===== src/rtl/mmio_uart_tx.sv =====
// Memory-mapped 8N1 UART transmitter on a 16-byte register window (TXDATA, STATUS, BAUD_DIV).
// Define MMIO_UART_TX_FIFO_EN for a fifo_depth-entry TX FIFO; otherwise a single holding register is used.
package mmio_uart_tx_pkg;
    localparam int XLEN = 32;

    typedef enum logic [1:0] {
        WIDTH_BYTE = 2'd0,
        WIDTH_HALF = 2'd1,
        WIDTH_WORD = 2'd2
    } mem_width_t;

    typedef struct packed {
        logic [XLEN-1:0] addr;
        logic [XLEN-1:0] value;
        mem_width_t      width;
        logic            enable;
    } mem_write_control_t;
endpackage

module mmio_uart_tx
    import mmio_uart_tx_pkg::*;
#(
    parameter logic [31:0] base_addr       = 32'h0001_0000,
    parameter logic [15:0] default_divisor = 16'd434,
    parameter int          fifo_depth      = 8
) (
    input  logic               clock,
    input  logic               reset_n,
    input  mem_write_control_t mmio_control,
    output logic [XLEN-1:0]    mmio_r_data,
    output logic               tx
);

    typedef enum logic [1:0] {
        ST_IDLE  = 2'd0,
        ST_START = 2'd1,
        ST_DATA  = 2'd2,
        ST_STOP  = 2'd3
    } tx_state_t;

    localparam logic [1:0] REG_TXDATA = 2'd0;
    localparam logic [1:0] REG_STATUS = 2'd1;
    localparam logic [1:0] REG_BAUD   = 2'd2;

    logic        sel_s;
    logic [1:0]  off_s;
    logic        wr_txdata_s;
    logic        wr_status_s;
    logic        wr_baud_s;
    logic        full_s;
    logic        empty_s;
    logic        busy_s;
    logic        push_s;
    logic        pop_s;
    logic        bit_end_s;
    logic [7:0]  head_s;
    logic [7:0]  count_s;
    logic [31:0] rdata_s;
    logic        unused_s;

    tx_state_t   state_r;
    logic        tx_r;
    logic        overrun_r;
    logic [15:0] baud_r;
    logic [15:0] frame_div_r;
    logic [15:0] bit_cnt_r;
    logic [2:0]  bit_idx_r;
    logic [7:0]  shift_r;
    logic [31:0] rdata_r;

    assign unused_s = ^{mmio_control.addr[1:0], mmio_control.value[31:16], (fifo_depth > 0)};

    // Address decode, write strobes and transmitter handshake
    always_comb begin
        sel_s       = (mmio_control.addr[31:4] == base_addr[31:4]);
        off_s       = mmio_control.addr[3:2];
        wr_txdata_s = mmio_control.enable && sel_s && (off_s == REG_TXDATA);
        wr_status_s = mmio_control.enable && sel_s && (off_s == REG_STATUS) &&
                      (mmio_control.width == WIDTH_WORD);
        wr_baud_s   = mmio_control.enable && sel_s && (off_s == REG_BAUD) &&
                      (mmio_control.width == WIDTH_WORD);
        push_s      = wr_txdata_s && !full_s;
        busy_s      = (state_r != ST_IDLE);
        bit_end_s   = (bit_cnt_r == (frame_div_r - 16'd1));
        // STOP pops only on its final cycle so back-to-back frames have no idle gap
        pop_s       = !empty_s && ((state_r == ST_IDLE) || ((state_r == ST_STOP) && bit_end_s));
    end

    // Read-data mux, registered below for one-cycle latency
    always_comb begin
        rdata_s = 32'd0;
        if (sel_s) begin
            case (off_s)
                REG_STATUS: rdata_s = {16'd0, count_s, 4'd0, overrun_r, busy_s, empty_s, full_s};
                REG_BAUD:   rdata_s = {16'd0, baud_r};
                default:    rdata_s = 32'd0;
            endcase
        end else begin
            rdata_s = 32'd0;
        end
    end

    // Control registers and registered read data
    always_ff @(posedge clock or negedge reset_n) begin
        if (!reset_n) begin
            rdata_r   <= 32'd0;
            overrun_r <= 1'b0;
            baud_r    <= default_divisor;
        end else begin
            rdata_r <= rdata_s;
            if (wr_txdata_s && full_s) begin
                overrun_r <= 1'b1;
            end else if (wr_status_s && mmio_control.value[3]) begin
                overrun_r <= 1'b0;
            end
            if (wr_baud_s) begin
                baud_r <= (mmio_control.value[15:0] == 16'd0) ? 16'd1 : mmio_control.value[15:0];
            end
        end
    end

`ifdef MMIO_UART_TX_FIFO_EN
    localparam int PTR_W = $clog2(fifo_depth);
    localparam int CNT_W = $clog2(fifo_depth + 1);

    logic [7:0]       mem_r [fifo_depth];
    logic [PTR_W-1:0] wptr_r;
    logic [PTR_W-1:0] rptr_r;
    logic [CNT_W-1:0] cnt_r;

    assign full_s  = (cnt_r == CNT_W'(fifo_depth));
    assign empty_s = (cnt_r == CNT_W'(1'b0));
    assign count_s = 8'(cnt_r);
    assign head_s  = mem_r[rptr_r];

    // Circular TX FIFO; full is judged before this edge's pop
    always_ff @(posedge clock or negedge reset_n) begin
        if (!reset_n) begin
            for (int i = 0; i < fifo_depth; i++) begin
                mem_r[i] <= 8'd0;
            end
            wptr_r <= PTR_W'(1'b0);
            rptr_r <= PTR_W'(1'b0);
            cnt_r  <= CNT_W'(1'b0);
        end else begin
            if (push_s) begin
                mem_r[wptr_r] <= mmio_control.value[7:0];
                wptr_r        <= wptr_r + PTR_W'(1'b1);
            end
            if (pop_s) begin
                rptr_r <= rptr_r + PTR_W'(1'b1);
            end
            case ({push_s, pop_s})
                2'b10:   cnt_r <= cnt_r + CNT_W'(1'b1);
                2'b01:   cnt_r <= cnt_r - CNT_W'(1'b1);
                default: cnt_r <= cnt_r;
            endcase
        end
    end
`else
    logic [7:0] hold_r;
    logic       hold_valid_r;

    assign full_s  = hold_valid_r;
    assign empty_s = !hold_valid_r;
    assign count_s = {7'd0, hold_valid_r};
    assign head_s  = hold_r;

    // Single holding register; push and pop are mutually exclusive by construction
    always_ff @(posedge clock or negedge reset_n) begin
        if (!reset_n) begin
            hold_r       <= 8'd0;
            hold_valid_r <= 1'b0;
        end else if (push_s) begin
            hold_r       <= mmio_control.value[7:0];
            hold_valid_r <= 1'b1;
        end else if (pop_s) begin
            hold_valid_r <= 1'b0;
        end
    end
`endif

    // Transmit FSM with registered serial output
    always_ff @(posedge clock or negedge reset_n) begin
        if (!reset_n) begin
            state_r     <= ST_IDLE;
            tx_r        <= 1'b1;
            shift_r     <= 8'd0;
            bit_idx_r   <= 3'd0;
            bit_cnt_r   <= 16'd0;
            frame_div_r <= 16'd1;
        end else begin
            case (state_r)
                ST_IDLE: begin
                    tx_r <= 1'b1;
                    if (pop_s) begin
                        shift_r     <= head_s;
                        frame_div_r <= baud_r;
                        bit_cnt_r   <= 16'd0;
                        state_r     <= ST_START;
                        tx_r        <= 1'b0;
                    end
                end
                ST_START: begin
                    if (bit_end_s) begin
                        state_r   <= ST_DATA;
                        tx_r      <= shift_r[0];
                        bit_idx_r <= 3'd0;
                        bit_cnt_r <= 16'd0;
                    end else begin
                        bit_cnt_r <= bit_cnt_r + 16'd1;
                    end
                end
                ST_DATA: begin
                    if (bit_end_s) begin
                        bit_cnt_r <= 16'd0;
                        if (bit_idx_r == 3'd7) begin
                            state_r <= ST_STOP;
                            tx_r    <= 1'b1;
                        end else begin
                            shift_r   <= shift_r >> 1;
                            tx_r      <= shift_r[1];
                            bit_idx_r <= bit_idx_r + 3'd1;
                        end
                    end else begin
                        bit_cnt_r <= bit_cnt_r + 16'd1;
                    end
                end
                ST_STOP: begin
                    if (bit_end_s) begin
                        bit_cnt_r <= 16'd0;
                        if (pop_s) begin
                            shift_r     <= head_s;
                            frame_div_r <= baud_r;
                            state_r     <= ST_START;
                            tx_r        <= 1'b0;
                        end else begin
                            state_r <= ST_IDLE;
                            tx_r    <= 1'b1;
                        end
                    end else begin
                        bit_cnt_r <= bit_cnt_r + 16'd1;
                    end
                end
                default: begin
                    state_r <= ST_IDLE;
                    tx_r    <= 1'b1;
                end
            endcase
        end
    end

    assign mmio_r_data = rdata_r;
    assign tx          = tx_r;

endmodule


===== config.mk =====
export PLATFORM = sky130hd
export DESIGN_NAME = mmio_uart_tx
export DESIGN_NICKNAME = d
export VERILOG_FILES = /design/src/rtl/mmio_uart_tx.sv
export SDC_FILE = /design/constraint.sdc
export NUM_CORES = 1
export LEC_CHECK = 0
export CORE_MARGIN = 1
export CORE_UTILIZATION = 56
export DETAILED_ROUTE_END_ITERATION = 10
export GPL_TIMING_DRIVEN = 0
export PLACE_DENSITY = 0.86
export SKIP_CTS_REPAIR_TIMING = 1
export SLEW_MARGIN = 20
export SYNTH_ARGS = -nofsm -noshare
export SYNTH_HDL_FRONTEND = slang
export SYNTH_SLANG_ARGS = --single-unit

===== constraint.sdc =====
create_clock -name clock -period 7.9 [get_ports clock]
set_input_delay 2.37 -clock clock [delete_from_list [all_inputs] [get_ports clock]]
set_output_delay 2.37 -clock clock [all_outputs]
set_load 0.01 [all_outputs]

# Word level (Yosys, flattened, before mapping)
# Cells that the tools add are included.
# op_classes
addsub	3
n_eq_ne	15
n_mux	35
n_reduce_logical	28
# op_table
cell	count
one-hot mux 16 bit (2 select lines)	3
2-to-1 mux 16 bit	5
2-to-1 mux 32 bit	1
2-to-1 mux 8 bit	4
equality test 28 x 13 -> 1 bit (second input constant)	1
one-hot mux 8 bit (3 select lines)	1
adder 16 x 1 -> 16 bit (second input constant)	1
equality test 16 bit	1
zero test 16 bit	1
subtractor 16 x 1 -> 16 bit (second input constant)	1
inequality test 2 bit (second input constant)	6
logical AND 1 bit	11
2-to-1 mux 1 bit	10
2-to-1 mux 2 bit	5
nonzero test 2 bit	5
2-to-1 mux 3 bit	3
equality test 2 bit (second input constant)	4
one-hot mux 2 bit (4 select lines)	1
AND reduction 4 bit	2
one-hot mux 3 bit (2 select lines)	1
AND reduction 5 bit	1
equality test 2 x 1 -> 1 bit (second input constant)	2
zero test 2 bit	2
one-hot mux 1 bit (4 select lines)	1
8 further kinds	8
# totals
regBits	104
inputBits	69
word_cells	92

# Depth between registers and ports, before layout
# Gate-level depths: netlist (run 1).
# logic_depth
word_depth	8
mapped_depth	12
mapped_depth_nobuf	9

# Worst setup path after synthesis (run 1)
# Ideal clock, no wire load.
# synth_path
kind	input -> register
start	input mmio_control[45] in the netlist's numbering
end	register baud_r[15]
setup_ns	0.125
t_arrival_ns	3.901
setup_slack_ns	3.874
stages	7
n_path_buf	1
path_cell_list	nor4b_1 nand4_1 nor2_1 and4b_1 nand2_1 clkbuf_1 mux2_2
# synth_via
elab_chain_cells	4
# synth_lines
element	line_no	rtl
start: declaration	29	input mem_write_control_t mmio_control,
equality test 28 x 13 -> 1 bit	75	sel_s = (mmio_control.addr[31:4] == base_addr[31:4]);
logical AND 1 bit (3 in a row)	80	wr_baud_s = mmio_control.enable && sel_s && (off_s == REG_BAUD) &&
end signal: assignment	108	baud_r <= default_divisor;
end signal: assignment	117	baud_r <= (mmio_control.value[15:0] == 16'd0) ? 16'd1 : mmio_control.value[15:0];
end: declaration	64	logic [15:0] baud_r;
# No other way between the ends.
# A chain may end at the register's enable or synchronous reset.

# Final worst setup path (run 1)
# layout_path
start	input mmio_control[45] in the netlist's numbering
end	register baud_r[3]
# The elaborated chain is that of the path after synthesis.

==> metrics.csv, run 1 <==
metric,value,unit
outcome,finished clean,
Setup crit end kind,flop,
Starting Density,0.574,
WP data arrival,4.90,ns
number of flops mapped to enable cells by yosys,0,
placed cell areas,5860,µm²
routability-driven placement congestion ratio,0.901,
I/O pin cnt,102,
combinational share of power,0.064,
crit-path max FO,10,
Final nets,680,
"Data required, critical path",8.16,ns
gr ovfl total,0,
Setup WS pre-CTS,2.92,ns
Max transition margin,0.464,
final instance area,6060,µm²
Clk pwr share,0.389,
FP Rows,34,
pwr/cell area,136,nW/µm²
leading post-synthesis cells by cell area,"dfrtp_1 (41%), mux2_2 (8.8%), nand2_1 (5.4%)",
CTS tree,done,
utilization of the core after routing,0.698,
ANT nets after route,0,
# diodes,0,
H-tree levels,3,
clock-pin slew on the worst setup and hold paths,0.10,ns
Max IR drop VDD,93.2,µV
PortBufs,67,
vias in the first global route,4301,
top_reg_cell synth,dfrtp_1,
max-cap violations,0,
CP Launch Type,primary input,
synth warn,0,
synthesized flop and latch total,88,
period utilization,0.588,
post-synthesis sequential area ratio,0.444,
Net Switching,194,µW
CTS Buf Count,9,
DRT Pass-1 Iters,5,
area delta synth->final,21.7,%
RSZ-0062 raised after global routing,no,
Int Pwr,628,µW
clk_skew,0.0168,ns
Worst-Skew Late Latency,0.37,ns
fillers,626,
worst-margin pin slew,0.801,ns
most frequent cell after synthesis,dfrtp_1,
vias,4322,
Synth top area share,0.407,
Max Slew Vio Count,0,
min-delay worst type,flop to flop,
syn_area_per_cell,9.86,µm²
synthesized instance count,505,
Fmax,215,MHz
crit path from,mmio_control[45],
final setup vio count,0,
critical path class,primary input to flop,
post-DR vias/cell,6.07,
Root Buffer,clkbuf_8,
Final WS setup,3.25,ns
Worst Hold Path Cells,1,
Net Sw Frac,0.236,
post-synth top area cell,dfrtp_1,
CTS Buffer Depth,2,
Synth top cells by count,"dfrtp_1 (81), nand2_1 (71), mux2_2 (39)",
Synth Cell Area,4980,µm²
Seq pwr share,0.547,
die width,96.3,µm
core box area,8680,µm²
worst-case reg-to-reg path depth,8,
drt wl/cell,17.3,µm
Die Footprint,9270,µm²
largest net degree at the start of global routing,56,
total global-route track usage,0.292,
FF-to-FF Start,frame_div_r[4],
global-route wire length before repair,20.4,mm
Sink Count,88,
setup TNS,0,ns
Static Leak,0.00279,µW
remaining routing DRC violations,0,
Synth async-reset ratio,1.00,
Fin. Hold Viols,0,
Detailed Route WL,12.4,mm
layout cell share with drive strength beyond 1,0.152,
Die Ht,96.3,µm
crit path time final,4.65,ns
Yosys cell types,58,
HP Start,tx,
hpwl dp,9.23,mm
DRT iter0 DRCs,238,
initial antenna violation count,0,
-- layout by cell type, fill, tap and decap left out, drive strengths merged, types with 3 or more instances in the layout --
cell type	instances
mux2	39
clkbuf	36
conb	16
o211ai	19
inv	11
nand4	3
a21oi	7
nand3	12
clkinvlp	3
or4	3
clkdlybuf4s50	66
nor3	12
buf	23
or3	3
nor4	19
xnor2	8
nand2	71
a22oi	3
a21o	25
o21ai	12
and3	18
o31ai	11
nor2	19
nor2b	5
ha	12
nand2b	3
nor4b	8
dfstp	7
xor2	8
dfrtp	81
a22o	8
-- worst paths after layout --
path	endpoint	slack [ns]
hold / removal	tx	0.49
min in group asynchronous	bit_cnt_r[10]	2.06
setup / recovery	baud_r[3]	3.25
max in group asynchronous	baud_r[4]	5.15
hold reg to reg	tx	0.49
setup reg to reg	shift_r[6]	4.30
-- area by class of cell --
class	instances	area, µm²	area share
Buffer	48	249	0.0411
Timing Repair Buffer	68	688	0.114
Clock buffer	9	124	0.0204
Sequential cell	88	2210	0.365
Clock inverter	7	77.6	0.0128
Inverter	10	37.5	0.00619
Tap cell	108	135	0.0223
Multi-Input combinational cell	374	2540	0.419
-- per-layer routing --
metal / GRT usage / routed length [µm] / vias to the layer above
met2: 0.511 / 6440 / 163
met3: 0.0490 / 638 / 26
met5: 0 / 0 / -
met1: 0.362 / 5030 / 2137
met4: 0.105 / 243 / 0
li1: - / - / 1996
-- registers in the layout, summed over array words and instances (netlist names), 2 cells and up --
name and flops:
state_r 2, head_s 8, baud_r 16, bit_cnt_r 16, shift_r 8, bit_idx_r 3, frame_div_r 16, mmio_r_data 16
-- metrics by stage --
| stage | power (µW) | cells | hold WS (ns) |
|---|---|---|---|
| after floorplan | 472 | 520 | 0.449 |
| after global placement | 510 | 695 | 0.465 |
| after detailed placement | 512 | 696 | 0.476 |
| after CTS | 826 | 712 | 0.493 |
| after global routing | 853 | 712 | 0.508 |
| final | 823 | 712 | 0.489 |
-- worst max-delay path, cell delays in order --
cell,delay (ns)
clkdlybuf4s50_1,0.40
nor4b_1,0.45
nand4_1,0.14
nor2_1,0.29
and4b_1,0.29
nand2_1,0.24
clkbuf_1,0.37
mux2_2,0.36
-- power groups by stage --
stage	combinational, µW	clock, µW	sequential (µW)
2_1_floorplan	12.9	0	459
3_3_place_gp	50.4	0	459
3_5_place_dp	52.9	0	459
4_1_cts	53.0	323	450
5_1_grt	58.5	344	450
6_report	52.7	320	450
-- logic make-up after synthesis --
logic type,Yosys count,synth area share
AOI/OAI and AO/OA,109,0.164
xor gates and xnor gates,16,0.0281
adders and majority gates,12,0.0301
buffers and inverters,58,0.0575
DFF,88,0.444
muxes,39,0.0882
other,1,0.000753
and+or+nand+nor,182,0.187
No activity file was read; power rests on OpenSTA's default activity.
==> inputs of run 2 (changes only) <==
- CORE_UTILIZATION: 56 -> 47
- PLACE_DENSITY: 0.86 -> 0.77
- clock period: 7.9 -> 3.8 ns (I/O delays scaled with it)
==> run 2 against run 1 <==
Effect of this change:
- flip-flop and latch count is the same
- clock skew shrank 0.0079 ns
- sequential share of layout area shrank 0.40 points
- power grew 110%
- clock power grew 110%
- critical path depth grew 4
- critical path type is now flop to flop
- critical endpoint is now shift_r[6]
- largest power group unchanged
==> metrics.csv, run 2 (synthesis gave the netlist of run 1 again) <==
metric,value,unit
outcome,finished clean,
worst-margin pin slew,0.902,ns
CTS Buf Count,9,
gr ovfl total,0,
area of the multi-input gates,2540,µm²
clock-pin slew on the worst setup and hold paths,0.09,ns
final instance area,6130,µm²
drt wl/cell,16.9,µm
Final WS setup,0.296,ns
register area,2210,µm²
Setup crit end kind,flop,
"commonest non-fill, non-tap cells in the layout","dfrtp_1 (81), nand2_1 (71), clkdlybuf4s50_1 (66), mux2_2 (39), clkbuf_1 (28)",
Die Footprint,11000,µm²
max-cap violations,0,
non-filler instance count after layout,743,
DRT iter0 DRCs,265,
Max Slew Vio Count,0,
vias,4231,
Die Ht,105,µm
remaining routing DRC violations,0,
total global-route track usage,0.243,
routability-driven placement congestion ratio,0.859,
Root Buffer,clkbuf_8,
Detailed Route WL,12.5,mm
setup TNS,0,ns
die width,105,µm
hpwl dp,9.42,mm
RSZ-0062 raised after global routing,no,
Max transition margin,0.393,
Max IR drop VDD,207,µV
clk_skew,0.00891,ns
CTS tree,done,
layout cell share with drive strength beyond 1,0.157,
# diodes,0,
Setup WS pre-CTS,0.186,ns
Starting Density,0.485,
post-DR vias/cell,5.69,
WP data arrival,3.76,ns
final setup vio count,0,
Fmax,285,MHz
core box area,10300,µm²
pwr/cell area,278,nW/µm²
H-tree levels,3,
DRT Pass-1 Iters,5,
global-route wire length before repair,21.1,mm
initial antenna violation count,0,
vias in the first global route,4368,
I/O pin cnt,102,
Fin. Hold Viols,0,
critical path class,flop to flop,
period utilization,0.922,
fillers,875,
area delta synth->final,23.1,%
Worst-Skew Late Latency,0.37,ns
FP Rows,37,
CP Launch Type,flop,
Cells after DPL,724,
CTS Buffer Depth,2,
largest net degree at the start of global routing,53,
"commonest non-fill, non-tap cell in the layout",dfrtp_1,
ANT nets after route,0,
min-delay worst type,flop to flop,
crit-path max FO,9,
Sink Count,88,
utilization of the core after routing,0.596,
PortBufs,67,
Static Leak,0.00283,µW
Final nets,683,
"Data required, critical path",4.06,ns
crit path time final,3.50,ns
placed cell areas,5900,µm²
run 2: path summary, 6_finish.rpt:
check	end	cells after the start	start	slack, ns
setup / recovery	shift_r[6]	12	frame_div_r[0]	0.30
hold / removal	tx	1	tx	0.50
setup reg to reg	shift_r[6]	12	frame_div_r[0]	0.30
hold reg to reg	tx	1	tx	0.50
max in group asynchronous	baud_r[8]	2	reset_n	2.40
min in group asynchronous	shift_r[2]	1	reset_n	0.74
run 2: layout make-up:
type / count / area share
flip-flops and latches: 88 / 0.361
clock inverters: 5 / 0.00919
repair buffers: 71 / 0.117
multi-input cells: 374 / 0.415
clock buffers: 11 / 0.0231
plain buffers: 48 / 0.0406
inverters: 10 / 0.00612
well taps: 136 / 0.0278
run 2: worst max-delay path, cell delays in order, from the launching register on:
cell	delay, ns
dfstp_2	0.52
clkbuf_1	0.28
inv_1	0.08
ha_1	0.20
clkbuf_1	0.19
nand4_1	0.17
mux2_2	0.35
o311ai_1	0.42
nor4_4	0.08
buf_4	0.19
buf_4	0.14
a21oi_2	0.37
mux2_2	0.40
run 2: routing by layer:
layer	GRT usage	part of all wire	routed length, µm	vias to the layer above
met1	0.291	0.42	5240	2063
li1	-	-	-	2001
met5	0	0	0	-
met4	0.0855	0.023	289	0
met3	0.0536	0.055	689	23
met2	0.428	0.50	6310	144
run 2: through the flow:
stage / hold slack, ns / total power, µW
2_1_floorplan: 0.449 / 981
3_3_place_gp: 0.464 / 1060
3_5_place_dp: 0.469 / 1060
4_1_cts: 0.495 / 1720
5_1_grt: 0.516 / 1760
6_report: 0.498 / 1700
run 2: report_power, final:
group          internal, µW  switching (µW)
Sequential              936       0.0000297
Combinational          62.3            47.0
Clock                   321             339
Total                  1320             386
